File: src/rtl/spi_xfer_pkg.sv
// Shared definitions for the SPI byte-transfer engine: state encoding,
// default divider and transfer geometry.
package spi_xfer_pkg;

    typedef enum logic {
        IDLE = 1'b0,
        XFER = 1'b1
    } state_e;

    localparam int CLKDIV_DEFAULT = 2;
    localparam int DATA_W         = 8;
    localparam int XFER_TOGGLES   = 16;
    localparam int TOG_W          = $clog2(XFER_TOGGLES);
    localparam int DIV_W          = 8;

endpackage

File: src/rtl/spi_xfer_tick.sv
// SCK half-period divider: emits a one-cycle tick every CLKDIV enabled cycles,
// restarting its count whenever a new transfer is loaded.
module spi_tick
    import spi_xfer_pkg::*;
#(
    parameter int CLKDIV = CLKDIV_DEFAULT
) (
    input  logic clk_i,
    input  logic rst_ni,
    input  logic en_i,
    input  logic load_i,
    output logic tick_o
);

    localparam logic [DIV_W-1:0] RELOAD = DIV_W'(CLKDIV - 1);

    logic [DIV_W-1:0] cnt_q, cnt_d;

    always_comb begin
        cnt_d = cnt_q;
        if (load_i) begin
            cnt_d = RELOAD;
        end else if (en_i) begin
            cnt_d = (cnt_q == '0) ? RELOAD : cnt_q - 1'b1;
        end
    end

    always_ff @(posedge clk_i or negedge rst_ni) begin
        if (!rst_ni) begin
            cnt_q <= '0;
        end else begin
            cnt_q <= cnt_d;
        end
    end

    assign tick_o = en_i && !load_i && (cnt_q == '0);

endmodule

File: src/rtl/spi_xfer.sv
// SPI master byte engine (modes 0/2): shifts one byte out MSB first on MOSI
// while sampling the selected MISO line, then reports it on RX_DATA with DONE.
module spi_xfer
    import spi_xfer_pkg::*;
#(
    parameter int CLKDIV = CLKDIV_DEFAULT,
    parameter bit CPOL   = 1'b0
) (
    input  logic              CLK,
    input  logic              nRESET,
    input  logic              WR_STB,
    input  logic [DATA_W-1:0] WR_DATA,
    input  logic [1:0]        nSS,
    input  logic [2:0]        MISO,
    output logic              MOSI,
    output logic              SCK,
    output logic              BUSY,
    output logic              DONE,
    output logic [DATA_W-1:0] RX_DATA,
    output logic              OVR
);

    state_e            state_q, state_d;
    // Bit DATA_W..1 hold the outgoing byte; bit 0 parks the bit sampled on
    // the leading edge until the trailing edge shifts it in.
    logic [DATA_W:0]   shreg_q, shreg_d;
    logic [TOG_W-1:0]  tog_q, tog_d;
    logic              sck_q, sck_d;
    logic              mosi_q, mosi_d;
    logic              done_q, done_d;
    logic              ovr_q, ovr_d;
    logic [DATA_W-1:0] rx_q, rx_d;

    logic accept, tick, misox, leading, last;

    assign accept  = WR_STB && (state_q == IDLE);
    assign misox   = (MISO[0] & ~nSS[0]) | (MISO[1] & ~nSS[1]) | (MISO[2] & nSS[0] & nSS[1]);
    assign leading = ~tog_q[0];
    assign last    = (tog_q == TOG_W'(XFER_TOGGLES - 1));

    spi_tick #(.CLKDIV(CLKDIV)) u_tick (
        .clk_i  (CLK),
        .rst_ni (nRESET),
        .en_i   (state_q == XFER),
        .load_i (accept),
        .tick_o (tick)
    );

    always_comb begin
        state_d = state_q;
        shreg_d = shreg_q;
        tog_d   = tog_q;
        sck_d   = sck_q;
        mosi_d  = mosi_q;
        done_d  = 1'b0;
        ovr_d   = ovr_q;
        rx_d    = rx_q;
        if (accept) begin
            state_d = XFER;
            shreg_d = {WR_DATA, 1'b0};
            mosi_d  = WR_DATA[DATA_W-1];
            tog_d   = '0;
            ovr_d   = 1'b0;
        end else begin
            if (WR_STB) begin
                ovr_d = 1'b1;
            end
            if ((state_q == XFER) && tick) begin
                sck_d = ~sck_q;
                tog_d = tog_q + 1'b1;
                if (leading) begin
                    shreg_d[0] = misox;
                end else if (last) begin
                    rx_d    = shreg_q[DATA_W-1:0];
                    done_d  = 1'b1;
                    state_d = IDLE;
                end else begin
                    shreg_d = {shreg_q[DATA_W-1:0], 1'b0};
                    mosi_d  = shreg_q[DATA_W-1];
                end
            end
        end
    end

    always_ff @(posedge CLK or negedge nRESET) begin
        if (!nRESET) begin
            state_q <= IDLE;
            shreg_q <= '0;
            tog_q   <= '0;
            sck_q   <= CPOL;
            mosi_q  <= 1'b0;
            done_q  <= 1'b0;
            ovr_q   <= 1'b0;
            rx_q    <= '0;
        end else begin
            state_q <= state_d;
            shreg_q <= shreg_d;
            tog_q   <= tog_d;
            sck_q   <= sck_d;
            mosi_q  <= mosi_d;
            done_q  <= done_d;
            ovr_q   <= ovr_d;
            rx_q    <= rx_d;
        end
    end

    assign MOSI    = mosi_q;
    assign SCK     = sck_q;
    assign BUSY    = (state_q == XFER);
    assign DONE    = done_q;
    assign RX_DATA = rx_q;
    assign OVR     = ovr_q;

endmodule

File: config.mk
export PLATFORM = sky130hd
export DESIGN_NAME = spi_xfer
export DESIGN_NICKNAME = d
export VERILOG_FILES = /design/src/rtl/spi_xfer_pkg.sv /design/src/rtl/spi_xfer_tick.sv /design/src/rtl/spi_xfer.sv
export SDC_FILE = /design/constraint.sdc
export NUM_CORES = 1
export LEC_CHECK = 0
export CAP_MARGIN = 15
export CORE_ASPECT_RATIO = 0.8
export CORE_MARGIN = 3
export CORE_UTILIZATION = 55
export DETAILED_ROUTE_END_ITERATION = 12
export PLACE_DENSITY = 0.82
export SKIP_CTS_REPAIR_TIMING = 1
export SLEW_MARGIN = 20
export SYNTH_ARGS = -nofsm -noshare
export SYNTH_HDL_FRONTEND = slang
export SYNTH_SLANG_ARGS = --single-unit
export TNS_END_PERCENT = 10
File: constraint.sdc
create_clock -name CLK -period 3.7 [get_ports CLK]
set_clock_uncertainty 0.05 [all_clocks]
set_input_delay 0.555 -clock CLK [delete_from_list [all_inputs] [get_ports CLK]]
set_output_delay 0.555 -clock CLK [all_outputs]
set_load 0.01 [all_outputs]
==> flow_metrics.py <==
metrics = {
    "run_status": {
        "run_status": "completed",
    },
    "job": {
        "drv_cap": 0,
    },
    "cells_and_area": {
        "syn_to_final_growth_pct": 24.2,
        "drive_gt1_frac": 0.217,
        "most-common-layout-cells": "dfrtp_1, clkdlybuf4s50_1, nand2b_1",
        "fin_cells": 213,
        "layout.nets": 193,
        "final_common_cell": "dfrtp_1",
        "n_antenna_cell": 0,
    },
    "global_route": {
        "track_usage": 0.221,
        "overflow": 0,
        "grt_max_degree": 34,
        "grt_pass1_wl_mm": 6.27,
        "antenna_found_initial": 0,
        "grt_pass1_vias": 1299,
    },
    "sta": {
        "hold_viol": 0,
        "tightest_slew_ns": 0.515,
        "min_period_ns": 2.19,
        "clock.fmax_mhz": 456,
        "fin_ws_ns": 1.51,
        "rsz0062_at_grt": "false",
        "final-setup-viol-count": 0,
        "drv_slew": 0,
        "slew_headroom": 0.657,
        "period_share": 0.593,
        "setup_tns_ns": 0,
        "worst_hold_slack_ns": 0.424,
    },
    "critical_path": {
        "cp_slowest_stage_delay_ns": 0.67,
        "critical_path_arrival_ns": 1.59,
        "endpoint_kind": "output port",
        "path_max_fanout": 19,
        "crit_type": "reg2out",
        "reg2reg_slack_ns": 1.58,
        "cp_cell_sequence": "clkdlybuf4s50_1",
        "path_buf_inv": 1,
        "slowest_stage": "dfrtp_1",
        "crit_family": "flip-flops",
        "start_kind": "flop",
        "crit_required_ns": 3.09,
    },
    "yosys": {
        "synthCells": 143,
        "ys_seq_elements": 33,
        "syn_nets": 162,
        "yosysUniqueCellTypes": 41,
        "avgSynthCellArea_um2": 11.9,
        "synth-async-reset-ratio": 1.00,
        "seq_area_frac_synth": 0.486,
        "synth_edf_count": 0,
        "netlist_area_um2": 1700,
        "yosysWarnings": 0,
        "synth_flop_cell": "dfrtp_1",
    },
    "cts": {
        "clk_latency_ns": 0.29,
        "cts.sinks": 33,
        "cts-root-buf": "clkbuf_8",
        "cts_inserted_buffers": 5,
        "cts_buffer_depth": 2,
        "clkTransAtPathRegs_ns": 0.07,
        "htree_levels": 2,
        "cts_tree": "built",
    },
    "power": {
        "worst_ir_drop_vdd_v": 0.000451,
        "cellPowerDensity_nw_per_um2": 657,
        "p_sw_mw": 0.507,
        "p_leak_nw": 0.866,
        "switching_share": 0.366,
        "p_clk_frac": 0.217,
        "pwr-share-comb": 0.311,
        "pwr-share-seq": 0.472,
        "internal_power_mw": 0.879,
    },
    "die": {
        "chipHeight_um": 55.7,
        "rows": 17,
        "die_x_um": 68.1,
        "dieArea_um2": 3790,
        "num_io_pins": 29,
        "initial_core_util": 0.596,
        "coreArea_um2": 2850,
    },
    "route": {
        "routed_wirelength_mm": 3.78,
        "first_pass_iters": 4,
        "ant_nets": 0,
        "viasPerCell": 6.21,
        "num_vias": 1322,
        "routedWlPerCell_um": 17.7,
        "drc": 0,
        "first_iter_violations": 82,
    },
    "place": {
        "placed_cells": 205,
        "port_buffers": 28,
        "dp_hpwl_mm": 2.72,
        "gp_congestion": 0.843,
        "preCtsSetupSlack_ns": 1.52,
    },
    "min_path": {
        "hp-class": "reg2reg",
    },
}
==> power groups by stage <==
stage          registers, mW  logic [mW]  clock network, mW
3_5_place_dp           0.653       0.434                  0
5_1_grt                0.674       0.478              0.322
4_1_cts                0.649       0.438              0.307
6_report               0.654       0.431              0.301
3_3_place_gp           0.643       0.404                  0
2_1_floorplan          0.594       0.348                  0
==> cells by family after synthesis <==
family	after synthesis	synth area share
AO/OA/AOI/OAI	32	0.172
XOR/XNOR	2	0.0103
adder cells (fa/ha/maj)	3	0.0221
buffers and inverters	11	0.0302
flip-flops	33	0.486
multiplexers	10	0.0656
AND/OR/NAND/NOR	52	0.213
==> path summary, 6_finish.rpt <==
path | startpoint | end | depth (start not counted)
worst max-delay path | BUSY$_DFFE_PN0P_ | BUSY | 1
worst min register to register | SCK$_DFFE_PN0P_ | SCK$_DFFE_PN0P_ | 1
max in group asynchronous | nRESET | u_tick.cnt_q[0]$_DFFE_PN0P_ | 2
worst max register to register | u_tick.cnt_q[0]$_DFFE_PN0P_ | shreg_q[5]$_DFFE_PN0P_ | 5
worst min-delay path | SCK$_DFFE_PN0P_ | SCK$_DFFE_PN0P_ | 1
min in group asynchronous | nRESET | tog_q[3]$_DFFE_PN0P_ | 2
==> registers in the layout, summed over array words and instances (netlist names) <==
| name | flops |
|---|---|
| u_tick.cnt_q | 8 |
| MOSI | 1 |
| SCK | 1 |
| RX_DATA | 8 |
| DONE | 1 |
| OVR | 1 |
| shreg_q | 8 |
| tog_q | 4 |
| BUSY | 1 |
==> per-stage QoR <==
| stage | area [µm²] | power, mW | utilization |
|---|---|---|---|
| global route | 2110 | 1.47 | 0.740 |
| finish | 2110 | 1.39 | 0.740 |
| CTS | 2110 | 1.39 | 0.740 |
| detailed placement | 2010 | 1.09 | 0.705 |
| floorplan | 1700 | 0.941 | - |
| global placement | 2010 | 1.05 | 0.705 |
==> worst reg2reg max path: stages (launching register included) <==
cell and delay (ns):
dfrtp_1 0.43, inv_1 0.14, ha_1 0.24, nor4b_4 0.35
nand4_1 0.39, o221a_2 0.41
==> cells in the mapped netlist (2+ instances only) <==
cell        n  area share
nor4b_4     2       0.028
nor2_1      4      0.0088
o221a_2     8       0.053
o211ai_1    4       0.018
nand2_1     8       0.018
nor2b_1     5       0.018
o21ai_0     5       0.015
or4b_4      2       0.016
inv_1       5       0.011
nand3_1     8       0.024
nor4b_1     2       0.010
buf_2       2      0.0059
o311ai_0    3       0.015
o2111ai_1   3       0.015
or2_2       2      0.0074
ha_1        3       0.022
nand2b_1   11       0.041
clkbuf_1    3      0.0066
dfrtp_1    33        0.49
mux2_2      9       0.060
==> per-layer routing <==
layer  global-route usage  wire [µm]  vias up
met3               0.0848        282        8
met5                    0          0        -
met1                0.301       1600      659
li1                     -          -      606
met4               0.0793         81        0
met2                0.319       1810       49
==> cell type report <==
| class | count | area [µm²] |
|---|---|---|
| Clock inverter | 1 | 5.00 |
| Timing Repair Buffer | 30 | 295 |
| Tap cell | 38 | 47.5 |
| Clock buffer | 7 | 96.3 |
| Multi-Input combinational cell | 99 | 821 |
| Inverter | 5 | 18.8 |
| Sequential cell | 33 | 826 |
| Fill cell | 200 | 741 |
Power figures use the tool's default switching activity.
